`config.mk`:
```
export PLATFORM = sky130hd
export DESIGN_NAME = regfile_write_sched
export DESIGN_NICKNAME = d
export VERILOG_FILES = /design/src/rtl/regfile_write_sched_pkg.sv /design/src/rtl/regfile_write_sched_arbiter.sv /design/src/rtl/regfile_write_sched.sv
export SDC_FILE = /design/constraint.sdc
export NUM_CORES = 1
export LEC_CHECK = 0
export BUFFER_PORTS_ARGS = -buffer_cell sky130_fd_sc_hd__buf_2
export CORE_MARGIN = 4
export CORE_UTILIZATION = 46
export CTS_BUF_LIST = sky130_fd_sc_hd__clkbuf_8
export DETAILED_ROUTE_END_ITERATION = 16
export PLACE_DENSITY = 0.87
export SKIP_LAST_GASP = 1
export SLEW_MARGIN = 20
export SYNTH_ARGS = -nofsm -noshare
export SYNTH_HDL_FRONTEND = slang
export SYNTH_HIERARCHICAL = 1
export SYNTH_SLANG_ARGS = --single-unit
```
`constraint.sdc`:
```
create_clock -name clk -period 2.4 [get_ports clk]
set_clock_uncertainty 0.2 [all_clocks]
set_input_delay 0.48 -clock clk [delete_from_list [all_inputs] [get_ports clk]]
set_output_delay 0.48 -clock clk [all_outputs]
set_load 0.01 [all_outputs]
```
`src/rtl/regfile_write_sched_pkg.sv`:
```
// regfile_write_sched_pkg: shared data width, FSM state encoding and one-hot decode for the write scheduler
package regfile_write_sched_pkg;
  localparam int DW = 16;
  typedef logic [0:0] state_t;
  localparam state_t IDLE  = 1'b0;
  localparam state_t CLEAR = 1'b1;
  function automatic logic [31:0] onehot(input logic [4:0] idx);
    return 32'd1 << idx;
  endfunction
endpackage

```
`src/rtl/regfile_write_sched_arbiter.sv`:
```
// wsched_arbiter: eligibility mask plus fixed-priority or round-robin (WSCHED_RR_ARB_EN) winner pick
module wsched_arbiter #(
  parameter int NREQ = 3,
  localparam int IW = NREQ > 1 ? $clog2(NREQ) : 1
) (
`ifdef WSCHED_RR_ARB_EN
  input  logic            clk,
  input  logic            res,
  input  logic            grant_i,
`endif
  input  logic [NREQ-1:0] req_i,
  input  logic [NREQ-1:0] ack_i,
  output logic            win_valid_o,
  output logic [IW-1:0]   win_idx_o
);
  logic [NREQ-1:0] elig;
  // a requester still seeing its ack must not be granted again
  assign elig = req_i & ~ack_i;
`ifdef WSCHED_RR_ARB_EN
  logic [IW-1:0] ptr_q;
  always_comb begin
    win_valid_o = 1'b0;
    win_idx_o = '0;
    for (int k = NREQ - 1; k >= 0; k--)
      if (elig[(int'(ptr_q) + k) % NREQ]) begin
        win_valid_o = 1'b1;
        win_idx_o = IW'((int'(ptr_q) + k) % NREQ);
      end
  end
  always_ff @(posedge clk or negedge res)
    if (!res) ptr_q <= '0;
    else if (grant_i && win_valid_o) ptr_q <= (win_idx_o == IW'(NREQ - 1)) ? '0 : win_idx_o + 1'b1;
`else
  always_comb begin
    win_valid_o = 1'b0;
    win_idx_o = '0;
    for (int i = NREQ - 1; i >= 0; i--)
      if (elig[i]) begin
        win_valid_o = 1'b1;
        win_idx_o = IW'(i);
      end
  end
`endif
endmodule

```
`src/rtl/regfile_write_sched.sv`:
```
// regfile_write_sched: register-bank write-port scheduler with hardware clear sequence.
// Define WSCHED_RR_ARB_EN for round-robin arbitration; otherwise lowest index wins.
module regfile_write_sched
  import regfile_write_sched_pkg::*;
#(
  parameter int NREQ = 3,
  parameter int NREG = 8,
  parameter int AW   = 3
) (
  input  logic                 clk,
  input  logic                 res,
  input  logic [NREQ-1:0]      req,
  input  logic [NREQ*AW-1:0]   req_addr,
  input  logic [NREQ*DW-1:0]   req_data,
  output logic [NREQ-1:0]      ack,
  input  logic                 clr_start,
  output logic                 clr_busy,
  output logic [NREG-1:0]      reg_en,
  output logic [DW-1:0]        reg_d,
  output logic                 addr_err
);
  localparam int IW = NREQ > 1 ? $clog2(NREQ) : 1;
  state_t          state_q, state_d;
  logic [AW-1:0]   cnt_q, cnt_d;
  logic [NREQ-1:0] ack_q, ack_d;
  logic [NREG-1:0] en_q, en_d;
  logic [DW-1:0]   d_q, d_d;
  logic            busy_q, busy_d, err_q, err_d;
  logic            win_valid, bad, last;
  logic [IW-1:0]   win_idx;
  logic [AW-1:0]   win_addr;
  logic [DW-1:0]   win_data;
  wsched_arbiter #(.NREQ(NREQ)) u_arb (
`ifdef WSCHED_RR_ARB_EN
    .clk        (clk),
    .res        (res),
    .grant_i    (state_q == IDLE && !clr_start),
`endif
    .req_i      (req),
    .ack_i      (ack_q),
    .win_valid_o(win_valid),
    .win_idx_o  (win_idx)
  );
  assign win_addr = req_addr[win_idx*AW +: AW];
  assign win_data = req_data[win_idx*DW +: DW];
  assign bad = 32'(win_addr) >= NREG;
  assign last = cnt_q == AW'(NREG - 1);
  // cnt_q is 0 whenever IDLE, so a clear start and every CLEAR step share one path
  always_comb begin
    state_d = state_q;
    cnt_d = cnt_q;
    ack_d = '0;
    en_d = '0;
    d_d = d_q;
    busy_d = 1'b0;
    err_d = 1'b0;
    if (state_q == CLEAR || clr_start) begin
      en_d = NREG'(onehot(5'(cnt_q)));
      d_d = '0;
      busy_d = 1'b1;
      cnt_d = last ? '0 : cnt_q + 1'b1;
      state_d = last ? IDLE : CLEAR;
    end else if (win_valid) begin
      ack_d[win_idx] = 1'b1;
      en_d = bad ? '0 : NREG'(onehot(5'(win_addr)));
      d_d = win_data;
      err_d = bad;
    end
  end
  always_ff @(posedge clk or negedge res)
    if (!res) begin
      state_q <= IDLE;
      cnt_q <= '0;
      ack_q <= '0;
      en_q <= '0;
      d_q <= '0;
      busy_q <= 1'b0;
      err_q <= 1'b0;
    end else begin
      state_q <= state_d;
      cnt_q <= cnt_d;
      ack_q <= ack_d;
      en_q <= en_d;
      d_q <= d_d;
      busy_q <= busy_d;
      err_q <= err_d;
    end
  assign ack = ack_q;
  assign reg_en = en_q;
  assign reg_d = d_q;
  assign clr_busy = busy_q;
  assign addr_err = err_q;
endmodule

```
Word level (Yosys, flattened, before mapping):

Index checks and enable logic that the tools add are counted.

* magnitude comparators: 2
* shift-type cells: 4
* equal/unequal tests: 1
* muxes and demuxes: 17
* bitwise operators: 2
* reduce and logical (&&, ||, !) cells: 3
* multipliers: 1
* $add $sub $neg: 1

Operators by type and width (number)
* variable part select 48 x 7 -> 16 bit: 1
* 2-to-1 mux 16 bit: 2
* 2-to-1 mux 8 bit: 2
* << shifter 1 x 3 -> 8 bit (first input constant): 2
* 2-to-1 mux 3 bit: 3
* variable part select 9 x 5 -> 3 bit: 1
* 2-to-1 mux 1 bit: 6
* 2-to-1 mux 2 bit: 3
* multiplier 2 x 2 -> 4 bit (second input constant): 1
* adder 3 x 1 -> 3 bit (second input constant): 1
* bitwise AND 3 bit: 1
* == test 3 bit (second input constant): 1
* < comparator 2 x 3 -> 1 bit (second input constant): 1
* NOT 3 bit: 1
* demux 1 bit (select 2 bit): 1
* greater-or-equal comparator 2 x 1 -> 1 bit (second input constant): 1
* nonzero test 2 bit: 1
* logical AND 1 bit: 1
* logical OR 1 bit: 1

* register bits: 32
* word-level logic and storage cells: 37

Logic depth before layout (Yosys ltp):

Gate-level depths: netlist of run 1.

* depth after elaboration: 11
* depth in mapped cells: 8
* depth with buffers taken out: 6

Modules after synthesis:

Netlist of run 1, hierarchy kept.

Modules (own cells, without submodules)
* regfile_write_sched: instances 1, area an instance 1652.8 um2, cells an instance 162
* wsched_arbiter: instances 1, area an instance 57.6 um2, cells an instance 6

Least setup slack after synthesis of run 1:

Ideal clock, no wire load.

* path type: input to register
* start: input req[0]
* end: register d_q[10] (netlist: reg_d[10])
* path buffers: 1
* setup slack: 0.405 ns
* data arrival time: 1.729 ns
* stages on the path: 7
* setup time: 0.066 ns
* data required time: 2.134 ns
* cells stage by stage: nor2b_4 -> nand3b_1 -> or3b_1 -> buf_6 -> nor3b_4 -> a22oi_1 -> nand2_1

RTL lines
* start, declared: RTL line regfile_write_sched.sv:12 `input logic [NREQ-1:0] req,`
* bitwise AND 3 bit: RTL line regfile_write_sched_arbiter.sv:18 `assign elig = req_i & ~ack_i;`
* 2-to-1 mux 1 bit: RTL line regfile_write_sched_arbiter.sv:38 `if (elig[i]) begin`
* net win_valid: RTL line regfile_write_sched.sv:29 `logic win_valid, bad, last;`
* nonzero test 2 bit (no line)
* end signal, assigned: RTL line regfile_write_sched.sv:76 `d_q <= '0;`
* end signal, assigned: RTL line regfile_write_sched.sv:84 `d_q <= d_d;`
* end, declared: RTL line regfile_write_sched.sv:27 `logic [DW-1:0] d_q, d_d;`

The timed path passes the listed nets, and every way through them passes these cells. The select of a mux whose other input is x is not followed.
A chain may end at the register's enable or synchronous reset.

Worst setup path in the final report of run 1:

* start: register ack_q[2] (netlist: ack[2])
* end: register en_q[4] (netlist: reg_en[4])

* longest elaborated chain between the ends: 10

RTL lines
* start, declared: RTL line regfile_write_sched.sv:25 `logic [NREQ-1:0] ack_q, ack_d;`
* start signal, assigned: RTL line regfile_write_sched.sv:82 `ack_q <= ack_d;`
* NOT 3 bit: RTL line regfile_write_sched_arbiter.sv:18
* bitwise AND 3 bit: RTL line regfile_write_sched_arbiter.sv:18
* 2-to-1 mux 2 bit (3 in a row): RTL line regfile_write_sched_arbiter.sv:38
* net win_idx[1]: RTL line regfile_write_sched.sv:30 `logic [IW-1:0] win_idx;`
* multiplier 2 x 2 -> 4 bit: RTL line regfile_write_sched.sv:44 `assign win_addr = req_addr[win_idx*AW +: AW];`
* variable part select 9 x 5 -> 3 bit: RTL line regfile_write_sched.sv:44
* << shifter 1 x 3 -> 8 bit: RTL line regfile_write_sched_pkg.sv:8 `return 32'd1 << idx;`
* 2-to-1 mux 8 bit: RTL line regfile_write_sched.sv:63 `end else if (win_valid) begin`
* 2-to-1 mux 8 bit: RTL line regfile_write_sched.sv:57 `if (state_q == CLEAR || clr_start) begin`
* net en_d[4]: RTL line regfile_write_sched.sv:26 `logic [NREG-1:0] en_q, en_d;`
* end signal, assigned: RTL line regfile_write_sched.sv:83 `en_q <= en_d;`
* end, declared: RTL line regfile_write_sched.sv:26

The timed path passes the listed nets, and every way through them passes these cells.

==> qor.yml, run 1 <==
route:
  first_pass_iters: 4
  vias: 1596
  wirelength_mm: 4.22
  viasPerCell: 5.25
  drc_errors: 0
  wl_per_cell_um: 13.9
  drt-initial-drc-count: 85
  antenna_left: 0
critical_path:
  path_max_fanout: 13
  r2r-end: "reg_en[4]"
  crit_path_start_kind: "flop"
  r2r_cells: 5
  rrSetupSlack_ns: 0.24
  endpoint_kind: "flop"
  crit_type: "reg -> reg"
  cp_top_family: "simple AND/OR/NAND/NOR gates"
  cp.required_ns: 2.35
  critPathBufInv: 0
  max_stage_delay_ns: 0.51
  worstReg2RegStart: "ack[2]"
  crit_arrival_ns: 2.11
  path_cells: "nand2b_1, nor3b_2, nor2b_2, a2bb2oi_2, o41ai_1"
  cp_num_cells: 5
  slowest_stage: "nor2b_2"
cts:
  clock_latency_ns: 0.27
  cts_buffers: 5
  postCtsHoldBufs: 0
  post_cts_buffers: 0
  htree_levels: 2
  cts_tree: "done"
  clk_transition_reported_paths_ns: 0.06
  clock_sinks: 32
  ctsResizeCount: 0
  clockBufferDepth: 2
  cts_root_buf: "clkbuf_8"
floorplan:
  coreArea_um2: 3470
  start_util: 0.493
  die_w_um: 69.0
  ios: 92
  die_height_um: 69.0
  rows: 21
  die_area_um2: 4760
synthesis:
  ys_warn_count: 6
  synth_area_um2: 1710
  synth_top_area_frac: 0.468
  syn-instance-count: 168
  synth-seq-area-share: 0.468
  synth_seq_cells: 32
  synth_area_leaders: "dfrtp_1, mux2i_1, a22oi_1, nor2_1, ha_1"
  synth_area_per_cell_um2: 10.2
  synth_fp_nets: 237
  yosysUniqueCellTypes: 35
  synth_top_area_cell: "dfrtp_1"
sta:
  fmax_ghz: 0.463
  setup_violations: 0
  drv_slew: 0
  timing.slew.headroom: 0.548
  setup_tns_ns: 0
  rsz0062_at_grt: "false"
  hold_viol_final: 0
  period_share: 0.900
  tightestPinTransition_ns: 0.679
  fin_crit_ns: 2.16
pwr:
  leakagePower_nw: 1.23
  max-vdd-ir-drop_mv: 0.362
  power.density_nw_per_um2: 774
placed_design:
  io_buffers: 90
  hpwl_mm: 3.31
  gp_congestion: 0.843
  dp_cells: 297
  placed_area_um2: 2190
global_routing:
  grt_pass1_wl_mm: 6.62
  antenna_found_initial: 0
  grt_max_degree: 33
  overflow: 0
  grt_pass1_vias: 1480
  grt_usage: 0.190
final_layout:
  final_nets: 327
  syn_to_final_growth_pct: 33.6
  final_cells: 304
  layout_commonest_cell: "buf_2"
  final_cell_mix: "buf_2, dfrtp_1, nor2_1"
  design_area_um2: 2280
  drive_gt1_frac: 0.438
  diodes: 0
run:
  drv_cap: 0
run_status:
  status: "finished, final reports clean"
worst_hold_path:
  hold_path_class: "in -> async"
==> worst register-to-register path: cells and delay by family (launching register included) <==
| kind | cells | cell delay [ns] |
|---|---|---|
| AND/OR/NAND/NOR | 3 | 0.88 |
| flip-flops | 1 | 0.37 |
| AO/OA/AOI/OAI | 2 | 0.59 |
==> state kept, by name (all words and copies together), names as in the netlist <==
register  count
reg_d        16
reg_en        8
ack           3
cnt_q         3
clr_busy      1
state_q       1
==> metrics by stage <==
step	hold WS [ns]	util	worst slack (ns)	total power, mW
3_3_place_gp	0.283	0.631	0.167	1.32
4_1_cts	0.0558	0.659	0.247	1.79
6_report	0.0403	0.659	0.239	1.77
3_5_place_dp	0.289	0.631	0.0769	1.35
2_1_floorplan	-0.0156	-	0.405	1.13
5_1_grt	0.0994	0.659	0.00666	1.90
==> power by group <==
group          total, mW  switching (mW)  internal (mW)  leakage, nW
clock              0.433           0.178          0.255       0.0503
sequential         0.729          0.0645          0.664        0.424
combinational      0.606           0.344          0.262        0.753
total               1.77           0.587           1.18         1.23
==> logic make-up after synthesis <==
logic type | synth area share
buf+inv | 0.0497
compound gates | 0.190
mux | 0.0768
fa+ha+maj | 0.0439
flops | 0.468
simple gates | 0.169
other cells | 0.00219
==> synthesized netlist by cell type <==
cell type / n
buf_6: 1
nand2_1: 14
nor2_1: 24
o31ai_1: 3
buf_4: 4
a2bb2oi_1: 1
or3b_1: 1
dfrtp_1: 32
mux2_2: 1
nand3b_1: 2
a22oi_1: 14
nor3_4: 1
a2bb2oi_2: 1
a21oi_1: 10
nand2b_4: 1
o41ai_1: 2
nor3b_2: 1
nor2b_1: 1
nand3_1: 4
nor2b_2: 1
ha_1: 6
mux2i_1: 12
nand2b_1: 1
buf_2: 2
o21ai_1: 4
inv_2: 1
a32o_1: 1
clkbuf_1: 5
conb_1: 1
nor2b_4: 1
o2bb2ai_1: 1
nor3b_4: 1
nor2_2: 1
a211oi_1: 9
inv_1: 3
==> per-layer routing <==
| layer | up-vias | GRT usage | wire [um] |
|---|---|---|---|
| li1 | 783 | - | - |
| met1 | 725 | 0.228 | 1750 |
| met2 | 81 | 0.319 | 1990 |
| met3 | 7 | 0.0357 | 393 |
| met4 | 0 | 0.105 | 82 |
| met5 | - | 0 | 0 |
==> worst max path at each step <==
stage                 from   endpoint
global placement    req[0]   reg_d[8]
floorplan           req[0]  reg_d[10]
detailed placement  req[0]  reg_en[4]
finish              ack[2]  reg_en[4]
CTS                 ack[2]  reg_en[4]
global route        ack[2]  reg_en[4]
==> layout make-up <==
type | count | area (um^2)
clock buffers | 7 | 96.3
well taps | 46 | 57.6
repair buffers | 95 | 488
flip-flops and latches | 32 | 801
fillers | 300 | 1180
multi-input cells | 120 | 827
inverters | 4 | 15.0
(Power assumes the default switching activity.)
==> inputs of run 2 (changes only) <==
- CORE_UTILIZATION: 46 -> 37
- PLACE_DENSITY: 0.87 -> 0.73
==> run 2 against run 1 <==
  * First-iteration DRC count increased by 60%
  * Setup slack improved by 0.033 ns
  * Cell count increased by 2.3%
  * Clock-buffer cell count unchanged
  * Critical endpoint is now reg_d[5]
==> qor.yml, run 2 (synthesized netlist as in run 1, its figures left out) <==
floorplan:
  ios: 92  # unchanged
  rows: 24  # was 21
  start_util: 0.387  # was 0.493
  die_w_um: 76.0  # was 69.0 um
  die_area_um2: 5770  # was 4760 um^2
  coreArea_um2: 4410  # was 3470 um^2
  die_height_um: 76.0  # was 69.0 um
global_routing:
  antenna_found_initial: 0  # unchanged
  grt_use_met1: 0.192  # was 0.228
  grt_pass1_vias: 1577  # was 1480
  grtUsageMet2: 0.244  # was 0.319
  grt_util_met3: 0.0544  # was 0.0357
  overflow: 0  # unchanged
  grt_pass1_wl_mm: 7.45  # was 6.62 mm
  grt_usage: 0.156  # was 0.190
  grt_max_degree: 33  # unchanged
  top_usage_layer: "met2"  # unchanged
critical_path:
  max_stage_delay_ns: 0.52  # was 0.51 ns
  cp_top_family: "simple AND/OR/NAND/NOR gates"  # unchanged
  r2r-end: "reg_d[5]"  # was reg_en[4]
  worstReg2RegStart: "ack[0]"  # was ack[2]
  slowest_stage: "or3b_1"  # was nor2b_2
  crit_type: "reg -> reg"  # unchanged
  endpoint_kind: "flop"  # unchanged
  path_max_fanout: 8  # was 13
  cp.required_ns: 2.43  # was 2.35 ns
  rrSetupSlack_ns: 0.27  # was 0.24 ns
  path_cells: "nor2b_4, nand3b_1, or3b_1, nor3b_4, a22oi_1, nand2_1"  # was nand2b_1, nor3b_2, nor2b_2, a2bb2oi_2, o41ai_1
  crit_arrival_ns: 2.16  # was 2.11 ns
  r2r_cells: 6  # was 5
  critPathBufInv: 0  # unchanged
  crit_path_start_kind: "flop"  # unchanged
pwr:
  switchingPower_mw: 0.613  # was 0.587 mW
  max-vdd-ir-drop_mv: 0.290  # was 0.362 mV
  switching_share: 0.322  # was 0.332
  power.density_nw_per_um2: 820  # was 774 nW/um^2
  internal_power_mw: 1.29  # was 1.18 mW
  pwr-share-clk: 0.298  # was 0.245
  combPwrFrac: 0.321  # was 0.343
  leakagePower_nw: 1.24  # was 1.23 nW
  sequentialPowerShare: 0.381  # was 0.412
route:
  drc_errors: 0  # unchanged
  viasPerCell: 5.07  # was 5.25
  drt-initial-drc-count: 136  # was 85
  wl_per_cell_um: 13.9  # about the same
  first_pass_iters: 4  # unchanged
  antenna_left: 0  # unchanged
  vias: 1578  # was 1596
  wirelength_mm: 4.33  # was 4.22 mm
sta:
  fmax_ghz: 0.470  # was 0.463 GHz
  period_share: 0.887  # was 0.900
  setup_tns_ns: 0  # unchanged
  hold_viol_final: 0  # unchanged
  tightestPinTransition_ns: 0.695  # was 0.679 ns
  setup_violations: 0  # unchanged
  fin_crit_ns: 2.13  # was 2.16 ns
  rsz0062_at_grt: "false"  # unchanged
  drv_slew: 0  # unchanged
  timing.slew.headroom: 0.537  # was 0.548
cts:
  htree_levels: 2  # unchanged
  cts_tree: "done"  # unchanged
  clockBufferDepth: 2  # unchanged
  cts_buffers: 5  # unchanged
  clock_sinks: 32  # unchanged
  clk_transition_reported_paths_ns: 0.07  # was 0.06 ns
  cts_root_buf: "clkbuf_8"  # unchanged
  clock_latency_ns: 0.29  # was 0.27 ns
run:
  drv_cap: 0  # unchanged
final_layout:
  final_cell_mix: "buf_2, dfrtp_1, nor2_1"  # unchanged
  syn_to_final_growth_pct: 36.1  # was 33.6%
  layout_commonest_cell: "buf_2"  # unchanged
  num-fill-cells: 414  # was 300
  largest_reg_flops: 16  # unchanged
  diodes: 0  # unchanged
  final_cells: 311  # was 304
  drive_gt1_frac: 0.440  # was 0.438
  final_nets: 327  # unchanged
placed_design:
  hpwl_mm: 3.32  # was 3.31 mm
  dp_cells: 303  # was 297
  io_buffers: 90  # unchanged
  gp_congestion: 0.831  # was 0.843
worst_hold_path:
  hold_path_class: "in -> async"  # unchanged
run_status:
  status: "finished, final reports clean"  # unchanged
## run 2: through the flow
step           worst slack (ns)  utilization  hold slack, ns  power [mW]  area, um^2
3_5_place_dp             0.0165        0.497           0.284        1.36        2200
3_3_place_gp              0.102        0.497           0.280        1.33        2200
6_report                  0.272        0.527          0.0345        1.91        2330
5_1_grt                  0.0900        0.527          0.0993        2.04        2330
2_1_floorplan             0.405            -         -0.0156        1.13        1710
4_1_cts                   0.183        0.526          0.0579        1.93        2320
## run 2: area by class of cell
| cell class | instances | area [um^2] | area share |
|---|---|---|---|
| Inverter | 4 | 15.0 | 0.00645 |
| Sequential cell | 32 | 801 | 0.344 |
| Tap cell | 52 | 65.1 | 0.0280 |
| Clock buffer | 7 | 96.3 | 0.0414 |
| Clock inverter | 1 | 30.0 | 0.0129 |
| Multi-Input combinational cell | 120 | 832 | 0.358 |
| Timing Repair Buffer | 95 | 488 | 0.210 |
## run 2: worst max path at each step
stage / from / to / slack [ns] / cells after the start
2_1_floorplan: req[0] / reg_d[10] / 0.41 / 7
3_3_place_gp: req[0] / reg_en[5] / 0.10 / 7
3_5_place_dp: req[0] / reg_en[5] / 0.02 / 7
4_1_cts: ack[2] / reg_en[5] / 0.18 / 6
5_1_grt: ack[1] / reg_en[6] / 0.09 / 6
6_report: ack[0] / reg_d[5] / 0.27 / 6
## run 2: worst register-to-register path: cells and delay by family, from the launching register on
family / cells / cell delay, ns
simple gates: 5 / 1.30
compound gates: 1 / 0.15
flops: 1 / 0.41
## run 2: per-layer routing
layer / up-vias / wire length, um
met5: - / 0
met4: 0 / 95
met3: 7 / 410
met2: 77 / 2040
met1: 718 / 1780
li1: 776 / -
## run 2: timing repair
item / in CTS / in global routing
resized for setup: 0 / 1
setup endpoints to repair: 0 / 1
hold buffers: 0 / 0
buffers inserted: 0 / 0
## run 2: power groups by stage
stage / Sequential, mW / Clock (mW) / Combinational [mW]
after floorplan: 0.777 / 0 / 0.352
after global placement: 0.733 / 0 / 0.599
after detailed placement: 0.737 / 0 / 0.621
after CTS: 0.728 / 0.578 / 0.622
after global routing: 0.742 / 0.603 / 0.694
final: 0.727 / 0.568 / 0.612
